`src/rtl/bsram_sequencer_if.sv`:
```
// bsram_sequencer_if: UART loader write handshake into the BSRAM sequencer
// master = loader: drives ld_req (level, held until ack), ld_addr, ld_data; samples ld_ack
// slave  = sequencer: samples request/address/data; drives one-cycle ld_ack
interface bsram_sequencer_if #(
    parameter int ADDR_W = 11,
    parameter int DATA_W = 16
);
    logic              ld_req;
    logic [ADDR_W-1:0] ld_addr;
    logic [DATA_W-1:0] ld_data;
    logic              ld_ack;
    modport master (output ld_req, ld_addr, ld_data, input ld_ack);
    modport slave  (input ld_req, ld_addr, ld_data, output ld_ack);
endinterface

```
`src/rtl/bsram_sequencer.sv`:
```
// bsram_sequencer: owns the single-port program BSRAM; boot copy, then CPU fetch with loader writes
// clk/rst_n          : clock, asynchronous active-low reset
// boot_idx/boot_word : boot-image ROM address out, combinational word back
// ld                 : loader write handshake (slave side)
// cpu_adr/cpu_dout   : fetch address in, fetched instruction out
// cpu_hold/boot_done : stall CPU outside RUN; sticky boot-complete flag
// mem_*              : BSRAM port (registered read, 1-cycle latency)
module bsram_sequencer #(
    parameter int ADDR_W   = 11,
    parameter int DATA_W   = 16,
    parameter int BOOT_LEN = 16
) (
    input  logic              clk,
    input  logic              rst_n,
    output logic [ADDR_W-1:0] boot_idx,
    input  logic [DATA_W-1:0] boot_word,
    bsram_sequencer_if.slave  ld,
    input  logic [ADDR_W-1:0] cpu_adr,
    output logic [DATA_W-1:0] cpu_dout,
    output logic              cpu_hold,
    output logic              boot_done,
    output logic              mem_ce,
    output logic              mem_wre,
    output logic [ADDR_W-1:0] mem_ad,
    output logic [DATA_W-1:0] mem_din,
    input  logic [DATA_W-1:0] mem_dout
);
    typedef enum logic [2:0] {BOOT_WR, BOOT_NEXT, RUN, LD_WR, LD_GAP} state_t;
    localparam logic [ADDR_W-1:0] LAST = ADDR_W'(BOOT_LEN - 1);
    state_t            state_q, state_d;
    logic [ADDR_W-1:0] idx_q, idx_d, la_q, la_d;
    logic [DATA_W-1:0] lw_q, lw_d, dout_q, dout_d;
    logic              done_q, done_d, run_q, run_d;
    always_ff @(posedge clk or negedge rst_n) begin
        if (!rst_n) begin
            state_q <= BOOT_WR;
            idx_q   <= '0;
            la_q    <= '0;
            lw_q    <= '0;
            dout_q  <= '0;
            done_q  <= 1'b0;
            run_q   <= 1'b0;
        end else begin
            state_q <= state_d;
            idx_q   <= idx_d;
            la_q    <= la_d;
            lw_q    <= lw_d;
            dout_q  <= dout_d;
            done_q  <= done_d;
            run_q   <= run_d;
        end
    end
    always_comb begin
        state_d = state_q;
        idx_d   = idx_q;
        la_d    = la_q;
        lw_d    = lw_q;
        done_d  = done_q;
        // run_q marks that the previous cycle issued a fetch read, so mem_dout is an instruction
        run_d   = state_q == RUN;
        dout_d  = run_q ? mem_dout : dout_q;
        case (state_q)
            BOOT_WR:   state_d = BOOT_NEXT;
            BOOT_NEXT: begin
                if (idx_q == LAST) begin
                    state_d = RUN;
                    done_d  = 1'b1;
                end else begin
                    state_d = BOOT_WR;
                    idx_d   = idx_q + 1'b1;
                end
            end
            RUN: begin
                if (ld.ld_req) begin
                    state_d = LD_WR;
                    la_d    = ld.ld_addr;
                    lw_d    = ld.ld_data;
                end
            end
            LD_WR:     state_d = LD_GAP;
            default:   state_d = RUN;
        endcase
    end
    always_comb begin
        mem_ce    = 1'b1;
        mem_wre   = state_q == BOOT_WR || state_q == LD_WR;
        ld.ld_ack = state_q == LD_WR;
        cpu_hold  = state_q != RUN;
        mem_ad    = (state_q == BOOT_WR || state_q == BOOT_NEXT) ? idx_q :
                    state_q == LD_WR ? la_q : cpu_adr;
        mem_din   = state_q == LD_WR ? lw_q : boot_word;
    end
    assign boot_idx  = idx_q;
    assign boot_done = done_q;
    assign cpu_dout  = dout_q;
endmodule
```
`src/flat_wrapper.sv`:
```
// flat-port wrapper written by rule: the top's interface ports become plain ports
module bsram_sequencer_flat 
#(
    parameter int ADDR_W   = 11,
    parameter int DATA_W   = 16,
    parameter int BOOT_LEN = 16
)
  (clk, rst_n, boot_idx, boot_word, cpu_adr, cpu_dout, cpu_hold, boot_done, mem_ce, mem_wre, mem_ad, mem_din, mem_dout, ld_ld_req, ld_ld_addr, ld_ld_data, ld_ld_ack);
  bsram_sequencer_if #(.ADDR_W(ADDR_W), .DATA_W(DATA_W)) ld_i ();
  input  logic clk;
  input  logic rst_n;
  output logic [ADDR_W-1:0] boot_idx;
  input  logic [DATA_W-1:0] boot_word;
  input  logic [ADDR_W-1:0] cpu_adr;
  output logic [DATA_W-1:0] cpu_dout;
  output logic cpu_hold;
  output logic boot_done;
  output logic mem_ce;
  output logic mem_wre;
  output logic [ADDR_W-1:0] mem_ad;
  output logic [DATA_W-1:0] mem_din;
  input  logic [DATA_W-1:0] mem_dout;
  input wire logic [$bits(ld_i.ld_req)-1:0] ld_ld_req;
  input wire logic [$bits(ld_i.ld_addr)-1:0] ld_ld_addr;
  input wire logic [$bits(ld_i.ld_data)-1:0] ld_ld_data;
  output wire logic [$bits(ld_i.ld_ack)-1:0] ld_ld_ack;
  assign ld_i.ld_req = ld_ld_req;
  assign ld_i.ld_addr = ld_ld_addr;
  assign ld_i.ld_data = ld_ld_data;
  assign ld_ld_ack = ld_i.ld_ack;
  bsram_sequencer #(.ADDR_W(ADDR_W), .DATA_W(DATA_W), .BOOT_LEN(BOOT_LEN)) u_core (.clk(clk), .rst_n(rst_n), .boot_idx(boot_idx), .boot_word(boot_word), .ld(ld_i), .cpu_adr(cpu_adr), .cpu_dout(cpu_dout), .cpu_hold(cpu_hold), .boot_done(boot_done), .mem_ce(mem_ce), .mem_wre(mem_wre), .mem_ad(mem_ad), .mem_din(mem_din), .mem_dout(mem_dout));
endmodule
```
`config.mk`:
```
export PLATFORM = sky130hd
export DESIGN_NAME = bsram_sequencer_flat
export DESIGN_NICKNAME = d
export VERILOG_FILES = /design/src/rtl/bsram_sequencer_if.sv /design/src/rtl/bsram_sequencer.sv /design/src/flat_wrapper.sv
export SDC_FILE = /design/constraint.sdc
export NUM_CORES = 1
export LEC_CHECK = 0
export BUFFER_PORTS_ARGS = -buffer_cell sky130_fd_sc_hd__buf_2
export CAP_MARGIN = 40
export CELL_PAD_IN_SITES_DETAIL_PLACEMENT = 0
export CELL_PAD_IN_SITES_GLOBAL_PLACEMENT = 1
export CORE_ASPECT_RATIO = 1.75
export CORE_MARGIN = 4
export CORE_UTILIZATION = 38
export DETAILED_ROUTE_END_ITERATION = 6
export GPL_ROUTABILITY_DRIVEN = 0
export GPL_TIMING_DRIVEN = 0
export PLACE_DENSITY_LB_ADDON = 0.05
export SLEW_MARGIN = 20
export SYNTH_ARGS = -nofsm -noshare
export SYNTH_HDL_FRONTEND = slang
export SYNTH_SLANG_ARGS = --single-unit
```
`constraint.sdc`:
```
create_clock -name clk -period 3.1 [get_ports clk]
set_clock_uncertainty 0.1 [all_clocks]
set_input_delay 0.31 -clock clk [delete_from_list [all_inputs] [get_ports clk]]
set_output_delay 0.31 -clock clk [all_outputs]
set_load 0.005 [all_outputs]
```
; ---- Yosys cells after proc, flatten, opt, wreduce, memory -nomap -nowiden
; Index checks and enable logic that the tools add are counted.
[op_classes]
n_bitwise = 1
n_mux = 6
eq_ne = 6
reduce_logical = 6
addsub = 1
[ops]
columns = cell, n
row1 = 2-to-1 mux 11 bit, 2
row2 = 2-to-1 mux 16 bit, 1
row3 = one-hot mux 3 bit (4 select lines), 1
row4 = "adder 11 x 1 -> 11 bit, second input constant", 1
row5 = "== test 11 x 4 -> 1 bit, second input constant", 1
row6 = "== test 3 x 2 -> 1 bit, second input constant", 2
row7 = AND reduction 2 bit, 3
row8 = "== test 3 x 1 -> 1 bit, second input constant", 1
row9 = zero test 3 bit, 1
row10 = 2-to-1 mux 3 bit, 1
row11 = "!= test 3 x 2 -> 1 bit, second input constant", 1
row12 = logical OR 1 bit, 2
row13 = 2-to-1 mux 2 bit, 1
row14 = "!= test 2 bit, second input constant", 1
row15 = NOT 1 bit, 1
[totals]
input_bits = 73
out_inout_bits = 59
elab_cells = 27
reg_bits = 59

; ---- Longest topological paths before layout
; Gate-level depths: netlist (run 1).
[depth]
depth_word = 3
ltp_mapped = 6
ltp_nobuf = 5

; ---- Worst setup path before layout (run 1)
; OpenSTA, ideal clock, no wires.
[synth_path]
path_kind = flip-flop to output port
startpoint = register u_core.state_q[0]
endpoint = output mem_din[10]
arrival_ps = 1306
path_stages_with_launch = 6
required_ps = 2690
path_buffers = 2
slack_ps = 1384
path_cell_list = dfrtp_1 > inv_1 > nor3b_1 > buf_4 > buf_6 > mux2_2
[synth_via]
elab_chain_cells = 2
[synth_rtl]
columns = item, line
row1 = "start, declared", bsram_sequencer.sv:30  ; state_t state_q, state_d;
row2 = "start signal, assigned", bsram_sequencer.sv:44  ; state_q <= state_d;
row3 = == test 3 x 2 -> 1 bit, bsram_sequencer.sv:91  ; mem_din = state_q == LD_WR ? lw_q : boot_word;
row4 = 2-to-1 mux 16 bit, bsram_sequencer.sv:91
row5 = "end, declared", flat_wrapper.sv:21  ; output logic [DATA_W-1:0] mem_din;
; No other way between the ends.

; ---- Worst setup path after layout (run 1)
[layout_path]
startpoint = register u_core.state_q[0]
endpoint = output mem_ad[0]
[layout_via]
elab_chain_cells = 3
word_cells_on_any_way = 6
cone_classes = eq/ne: 2 / mux: 2 / reduce/logical: 2
[layout_rtl]
columns = item, line
row1 = "== test 3 x 2 -> 1 bit, or another cell as far along", bsram_sequencer.sv:90  ; state_q == LD_WR ? la_q : cpu_adr;
row2 = 2-to-1 mux 11 bit / logical OR 1 bit (equally long branches), "bsram_sequencer.sv:90, bsram_sequencer.sv:89"
row3 = 2-to-1 mux 11 bit *, bsram_sequencer.sv:89  ; mem_ad = (state_q == BOOT_WR || state_q == BOOT_NEXT) ? idx_q :
row4 = "end, declared", flat_wrapper.sv:20  ; output logic [ADDR_W-1:0] mem_ad;
; Mark *: on every way between the ends. The rest lies on a longest branch, timed or not.

==> flow_metrics.tcl, run 1 <==
set metrics [dict create \
    synth_top_cell_area_share_pct 52.4 \
    cp_max_fo 10 \
    drive_above_1_share_pct 62.6 \
    syn_inst 210 \
    max_freq_mhz 429 \
    die_width_microns 73.1 \
    path_cells "inv_1 > nor3b_1 > buf_4 > buf_6 > mux2i_1 > a21oi_1 > buf_2" \
    ys_types 34 \
    hold_depth 2 \
    dp_cells 427 \
    rsz0062_at_grt "false" \
    n_antenna_cell 0 \
    antenna_found_initial 0 \
    worstRegToRegCells 4 \
    place_hpwl_mm 5.37 \
    fin_crit_ps 2330 \
    slew_viol_final 0 \
    hold_ws_ps 115 \
    final_common_cell "buf_2" \
    grt_usage_pct 16.6 \
    static-leakage-power_nw 1.88 \
    tightest_slew_ps 566 \
    maxCapViolCount 0 \
    cpPeakStageDelay_ps 390 \
    reg2reg_slack_ps 1230 \
    die_area_sq_um 8910 \
    powerDensity_nw_per_um2 927 \
    peakVddDrop_v 0.000357 \
    start_util_pct 38.9 \
    ioPinCount 132 \
    totalWireLength_mm 6.99 \
    clock_path_buffers 2 \
    cts_buffers 9 \
    wl_per_cell_microns 15.8 \
    yosysTopAreaCell "dfrtp_1" \
    drtIter0Drc 38 \
    rows 41 \
    status "finished clean" \
    port_buffers 130 \
    p_total_mw 3.60 \
    synth_area_sq_um 2820 \
    relSlewSlack_pct 62.3 \
    ctsHtreeMaxLevel 3 \
    via_per_inst 4.82 \
    drtPass1Iterations 4 \
    tritoncts "built" \
    setup_violations 0 \
    yosysSeqAreaShare_pct 52.4 \
    stdcell_count 444 \
    clk_pin_slew_ps 50 \
    critical_path.endpoint "mem_ad[0]" \
    die_y_microns 122 \
    avgSynthCellArea_sq_um 13.4 \
    synthTopCellsByArea "dfrtp_1, mux2_2, mux2i_1, a21oi_1, buf_6" \
    min_period_over_period_pct 75.2 \
    r2r_start "u_core.boot_idx[5]$_DFFE_PN0P_" \
    drc_errors 0 \
    cts_setup_buffers 0 \
    overflow 0 \
    path_class "reg2out" \
    clockRootBuffer "clkbuf_16" \
    crit_path_top_delay_cell "dfrtp_1" \
    clock_latency_ps 320 \
    critPathArrivalTime_ps 1920 \
    tns_ps 0 \
    regArea_sq_um 1480 \
    finalHoldViolCount 0 \
    nFillCells 673 \
    r2r_end "u_core.boot_idx[1]$_DFFE_PN0P_" \
    synth_nets 284 \
    cts.sinks 59 \
    area_growth_syn_to_layout_pct 38.1 \
    grt_pass1_vias 2194 \
    end_kind "output pin" \
    grt_pass1_wl_mm 11.0 \
    cts_hold_buf 1 \
    ys_ff_latch 59 \
    multiInputGateArea_sq_um 1240 \
    ys_warn_count 0 \
    ant_nets 0 \
    nets 427 \
    grt_max_degree 54 \
    num_vias 2140 \
    worstPathRequired_ps 2690 \
    cts_resized 0 \
    most-common-layout-cells "buf_2, mux2_2, dfrtp_1, a21oi_1, nor2_1" \
    crit_start "u_core.state_q[0]$_DFFE_PN0P_" \
    core_area_sq_um 7230 \
    hp-class "in2reg" \
    cp-start-kind "register" \
]
## sequential cells by signal, indices dropped and copies added (netlist names)
signal            flops
u_core.boot_idx      11
u_core.lw_q          16
u_core.run_q          1
u_core.cpu_dout      16
u_core.la_q          11
u_core.boot_done      1
u_core.state_q        3
## cells by family after synthesis
group,share of synthesized area [%]
flops,52.4
fa+ha+maj,0.444
compound gates,3.33
buf+inv,3.69
simple gates,8.84
mux,28.0
xor+xnor,3.11
other cells,0.133
## how the worst min path moves through the flow
stage,from,end,slack [ps]
floorplan,rst_n,u_core.boot_done$_DFFE_PN0P_,-90
global placement,u_core.boot_done$_DFFE_PN0P_,u_core.boot_done$_DFFE_PN0P_,350
detailed placement,rst_n,u_core.lw_q[7]$_DFFE_PN0P_,40
CTS,ld_ld_data[3],u_core.lw_q[3]$_DFFE_PN0P_,100
global route,ld_ld_data[2],u_core.lw_q[2]$_DFFE_PN0P_,100
finish,ld_ld_data[3],u_core.lw_q[3]$_DFFE_PN0P_,110
## layout make-up
cell class                 instances  share of cell area, %
buffer                            12                   2.38
clock buffer                      14                   6.79
clock inverter                     2                  0.257
inverter                           3                  0.290
multi-input combinational        136                   31.8
sequential                        59                   38.0
tap                               86                   2.77
timing repair buffer             132                   17.8
## cell usage after synthesis (all sizes together)
cell	instances
a21boi	1
a21oi	14
a31o	1
and2	2
and3	3
and4	3
buf	10
clkbuf	2
conb	1
dfrtp	59
ha	1
inv	3
mux2	60
mux2i	11
nand2	2
nand3	5
nand4	1
nor2	14
nor3b	3
nor4	1
nor4b	1
o31ai	1
or2	1
xnor2	6
xor2	4
## critical path, delay by kind of cell, from the launching register on
kind / cells / cell delay (ps)
buffers and inverters: 4 / 680
DFF: 1 / 390
and+or+nand+nor: 1 / 230
muxes: 1 / 220
AOI/OAI and AO/OA: 1 / 90
## metrics by stage
| step | cell area, sq um | setup slack, ps | utilization [%] |
|---|---|---|---|
| after CTS | 3890 | 699 | 53.8 |
| after global routing | 3890 | 565 | 53.8 |
| after global placement | 3570 | 1060 | 49.4 |
| final | 3890 | 769 | 53.8 |
| after detailed placement | 3600 | 1040 | 49.8 |
| after floorplan | 2820 | 1380 | - |
## power breakdown
part,internal [mW],total [mW],switching [mW]
Clock,0.581,0.903,0.322
Sequential,1.09,1.25,0.156
Combinational,0.828,1.46,0.627
Total,2.50,3.60,1.10
## per-layer routing
| metal | vias to the layer above | track usage (%) | part of all wire (%) |
|---|---|---|---|
| met1 | 1010 | 19.2 | 38 |
| met5 | - | 0 | 0 |
| li1 | 1035 | - | - |
| met4 | 0 | 7.62 | 2.6 |
| met3 | 11 | 5.86 | 7.6 |
| met2 | 84 | 27.1 | 52 |
No activity file was read; power rests on OpenSTA's default activity.
==> inputs of run 2 (changes only) <==
CORE_UTILIZATION = 32   (was 38)
clock period = 1.9 ns   (was 3.1 ns; I/O delays follow)
==> run 2 against run 1 <==
Net effect: the run now ends with setup timing left; via count rose by 11%; count of clock-buffer cells in the layout is 1 lower; power increased by 85%; critical path type unchanged; largest cell class unchanged.
==> flow_metrics.tcl, run 2 (synthesis gave the netlist of run 1 again) <==
set metrics [dict create \
    status "complete, but fails checks" \
    violations "setup timing" \
    tns_ps -2210 \
    start_util_pct 32.7 \
    ctsHtreeMaxLevel 3 \
    clock_latency_ps 330 \
    cpPeakStageDelay_ps 350 \
    grt_pass1_wl_mm 13.1 \
    postPlaceCellArea_sq_um 3620 \
    max_freq_mhz 496 \
    die_width_microns 78.9 \
    dp_cells 457 \
    path_class "reg2out" \
    via_per_inst 4.49 \
    stdcell_count 528 \
    area_growth_syn_to_layout_pct 65.1 \
    critical_path.endpoint "mem_ad[4]" \
    overflow 0 \
    multiInputGateArea_sq_um 1330 \
    nets 481 \
    r2r_end "u_core.la_q[8]$_DFFE_PN0P_" \
    drtPass1Iterations 4 \
    n_antenna_cell 0 \
    slew_viol_final 0 \
    worstRegToRegCells 8 \
    die_y_microns 132 \
    place_hpwl_mm 5.65 \
    fin_crit_ps 2020 \
    drive_above_1_share_pct 60.6 \
    drtIter0Drc 33 \
    regArea_sq_um 1480 \
    finalHoldViolCount 0 \
    rsz0062_at_grt "true" \
    num_vias 2373 \
    worstPathRequired_ps 1610 \
    r2r_start "u_core.state_q[2]$_DFFE_PN0P_" \
    peakVddDrop_v 0.000735 \
    crit_start "u_core.state_q[1]$_DFFE_PN0P_" \
    critical_path.most_common_cell "buf_6" \
    grt_usage_pct 16.5 \
    setup_violations 27 \
    tightest_slew_ps 535 \
    finish.utilization_pct 54.0 \
    end_kind "output pin" \
    wl_per_cell_microns 15.7 \
    final_cell_area_sq_um 4650 \
    die_area_sq_um 10400 \
    cts.sinks 59 \
    cts_buffers 9 \
    ioPinCount 132 \
    static-leakage-power_nw 2.21 \
    setup_ws_ps -117 \
    nFillCells 800 \
    relSlewSlack_pct 64.3 \
    cp-start-kind "register" \
    rows 45 \
    path_cells "buf_6 > nor3b_4 > buf_6 > buf_12 > mux2i_2 > a21oi_1 > buf_2" \
    powerDensity_nw_per_um2 1440 \
    port_buffers 130 \
    antenna_found_initial 0 \
    clock_path_buffers 2 \
    crit_path_top_delay_cell "dfrtp_1" \
    final_common_cell "buf_2" \
    maxCapViolCount 0 \
    clk_pin_slew_ps 50 \
    clockRootBuffer "clkbuf_16" \
    ant_nets 0 \
    drc_errors 0 \
    tritoncts "built" \
    totalWireLength_mm 8.27 \
    cp_max_fo 10 \
    most-common-layout-cells "buf_2, dfrtp_1, mux2_2, dlygate4sd3_1" \
    hp-class "in2reg" \
    core_area_sq_um 8610 \
    grt_pass1_vias 2598 \
    grt_max_degree 60 \
    critPathArrivalTime_ps 1730 \
    reg2reg_slack_ps 50 \
    min_period_over_period_pct 106 \
]
run 2: report_power, final:
| group | switching [mW] | internal [mW] | leakage, nW |
|---|---|---|---|
| registers | 0.277 | 1.78 | 0.694 |
| clock network | 0.537 | 0.975 | 0.141 |
| logic | 1.25 | 1.86 | 1.38 |
run 2: worst min-delay path by stage:
stage                             start                              end  depth (start not counted)
after global routing       mem_dout[15]  u_core.cpu_dout[15]$_DFFE_PN0P_                          2
after floorplan                   rst_n     u_core.boot_done$_DFFE_PN0P_                          0
final                      mem_dout[12]  u_core.cpu_dout[12]$_DFFE_PN0P_                          2
after detailed placement          rst_n   u_core.cpu_dout[2]$_DFFE_PN0P_                          1
after global placement    ld_ld_data[1]       u_core.lw_q[1]$_DFFE_PN0P_                          2
after CTS                  mem_dout[12]  u_core.cpu_dout[12]$_DFFE_PN0P_                          2
run 2: timing repair:
item | 4_1_cts | 5_1_grt
setup buffers | 9 | 2
pin swaps | 2 | 3
endpoints found under the hold margin | 100 | 0
endpoints found under the setup margin | 48 | 50
gates cloned | 3 | 0
resized for setup | 30 | 15
hold buffers | 42 | 0
run 2: routing by layer:
metal,vias to the layer above,wire length [microns],GRT usage [%]
li1,1136,-,-
met1,1144,3110,17.2
met2,80,4550,30.7
met3,13,443,3.97
met4,0,156,6.60
met5,-,0,0
run 2: per-stage QoR:
| stage | hold WS, ps | power, mW | worst slack [ps] |
|---|---|---|---|
| after floorplan | -206 | 3.56 | 251 |
| after global placement | 322 | 4.50 | -43.6 |
| after detailed placement | 217 | 4.51 | -23.6 |
| after CTS | 1.66 | 6.60 | -129 |
| after global routing | 6.69 | 7.10 | -218 |
| final | 8.79 | 6.68 | -117 |
run 2: cell type report:
type	count	share of cell area [%]
Buffer	12	2.39
Inverter	3	0.242
Tap cell	117	3.15
Sequential cell	59	31.8
Timing Repair Buffer	186	27.7
Clock inverter	2	0.215
Multi-Input combinational cell	136	28.7
Clock buffer	13	5.81
run 2: worst max-delay path, delay by kind of cell, from the launching register on:
kind	cells	cell delay, ps
simple gates	1	170
flops	1	350
mux	1	230
compound gates	1	90
buf+inv	4	550
==> inputs of run 3 (changes only) <==
CORE_MARGIN = default   (was 4)
==> run 3 against run 2 <==
Net effect: the flow still finishes with violations (setup timing); combinational power rose by 5%; first-iteration DRC count rose by 79%; sequential share of layout area fell by 0.68 points; sequential power barely moved; worst hold slack improved by 2.3 ps; register-to-register slack improved by 20 ps.
==> flow_metrics.tcl, run 3 (synthesis gave the netlist of run 1 again) <==
set metrics [dict create \
    status "complete, but fails checks" \
    violations "setup timing" \
    path_cells "nor3b_4 > buf_6 > clkbuf_16 > mux2i_4 > a21oi_1 > buf_2" \
    static-leakage-power_nw 2.25 \
    max_freq_mhz 489 \
    drc_errors 0 \
    die_y_microns 126 \
    grt_max_degree 51 \
    num_vias 2382 \
    ioPinCount 132 \
    cp_max_fo 6 \
    n_antenna_cell 0 \
    hp-class "in2reg" \
    place_hpwl_mm 5.16 \
    powerDensity_nw_per_um2 1420 \
    cp-start-kind "register" \
    stdcell_count 525 \
    slew_viol_final 0 \
    die_area_sq_um 9200 \
    cts_buffers 9 \
    clock_latency_ps 320 \
    worstPathRequired_ps 1610 \
    tritoncts "built" \
    grt_pass1_wl_mm 12.0 \
    antenna_found_initial 0 \
    via_per_inst 4.54 \
    worstRegToRegCells 8 \
    cts.sinks 59 \
    clk_pin_slew_ps 50 \
    totalWireLength_mm 7.65 \
    most-common-layout-cells "buf_2, dfrtp_1, mux2_2, dlygate4sd3_1, buf_6" \
    maxCapViolCount 0 \
    crit_family "buffers and inverters" \
    relSlewSlack_pct 62.9 \
    setup_ws_ps -147 \
    rows 44 \
    finalHoldViolCount 0 \
    start_util_pct 33.4 \
    hold_depth 2 \
    grt_usage_pct 17.4 \
    setup_violations 27 \
    port_buffers 130 \
    hold_ws_ps 11.1 \
    fin_crit_ps 2050 \
    cp.depth 6 \
    wl_per_cell_microns 14.6 \
    clockRootBuffer "clkbuf_16" \
    overflow 0 \
    tightest_slew_ps 556 \
    core_area_sq_um 8420 \
    cpPeakStageDelay_ps 420 \
    die_width_microns 72.9 \
    end_kind "output pin" \
    drtIter0Drc 59 \
    final_common_cell "buf_2" \
    peakVddDrop_v 0.000639 \
    ctsHtreeMaxLevel 3 \
    critPathBufInv 3 \
    critPathArrivalTime_ps 1760 \
    dp_cells 456 \
    nets 483 \
    drive_above_1_share_pct 61.0 \
    area_growth_syn_to_layout_pct 68.7 \
    ant_nets 0 \
    rsz0062_at_grt "true" \
    path_class "reg2out" \
    drtPass1Iterations 4 \
    pre_cts_ws_ps -58.4 \
    min_period_over_period_pct 108 \
    clock_path_buffers 2 \
    crit_path_top_delay_cell "dfrtp_2" \
    nFillCells 784 \
    grt_pass1_vias 2576 \
]
## run 3: cell count changes in the layout (fill, tap and decap cells not counted), sizes merged
cell / change
clkinv: -2
buf: -1
clkbuf: +1
dlygate4sd3: +1
## run 3: where the power goes
| part | internal, mW | leakage (nW) | switching, mW |
|---|---|---|---|
| Clock | 0.920 | 0.126 | 0.508 |
| Combinational | 2.03 | 1.43 | 1.25 |
| Sequential | 1.78 | 0.694 | 0.278 |
## run 3: worst paths after layout
path	startpoint	endpoint	slack [ps]
max reg2reg	u_core.state_q[2]$_DFFE_PN0P_	u_core.la_q[5]$_DFFE_PN0P_	70
max	u_core.state_q[2]$_DFFE_PN0P_	mem_ad[3]	-150
min	ld_ld_addr[10]	u_core.la_q[10]$_DFFE_PN0P_	10
min reg2reg	u_core.boot_done$_DFFE_PN0P_	u_core.boot_done$_DFFE_PN0P_	370
max in group asynchronous	rst_n	u_core.state_q[2]$_DFFE_PN0P_	1060
min in group asynchronous	rst_n	u_core.cpu_dout[5]$_DFFE_PN0P_	150
## run 3: metrics by stage
step	setup TNS, ps	area [sq um]	utilization [%]	total power [mW]
after floorplan	0	2820	-	3.56
after global placement	-452	3610	42.9	4.44
after detailed placement	-231	3640	43.2	4.48
after CTS	-4670	4530	53.8	6.44
after global routing	-5520	4750	56.4	7.22
final	-3150	4750	56.4	6.76
## run 3: worst register-to-register path: cells and delay by family (launching register included)
family                 cells  cell delay [ps]
and+or+nand+nor            3              360
muxes                      1              340
DFF                        1              420
buffers and inverters      4              490
## run 3: area by class of cell
| class | instances | area, sq um | area share [%] |
|---|---|---|---|
| Buffer | 12 | 134 | 2.82 |
| Clock buffer | 12 | 256 | 5.40 |
| Inverter | 3 | 11.3 | 0.237 |
| Timing Repair Buffer | 188 | 1370 | 28.8 |
| Multi-Input combinational cell | 136 | 1360 | 28.6 |
| Tap cell | 115 | 144 | 3.03 |
| Sequential cell | 59 | 1480 | 31.1 |
## run 3: metal layers
layer | vias to the layer above | share of wire (%) | global-route usage (%)
met5 | - | 0 | 0
li1 | 1138 | - | -
met1 | 1141 | 39 | 18.3
met2 | 91 | 53 | 30.6
met3 | 12 | 5.8 | 5.84
met4 | 0 | 1.8 | 7.84
## run 3: repair_timing
action / 4_1_cts / 5_1_grt
gates cloned: 1 / 1
setup buffers: 5 / 7
hold buffers: 43 / 0
endpoints found under the hold margin: 101 / 0
pin swaps: 3 / 4
endpoints found under the setup margin: 28 / 47
resized for setup: 33 / 27
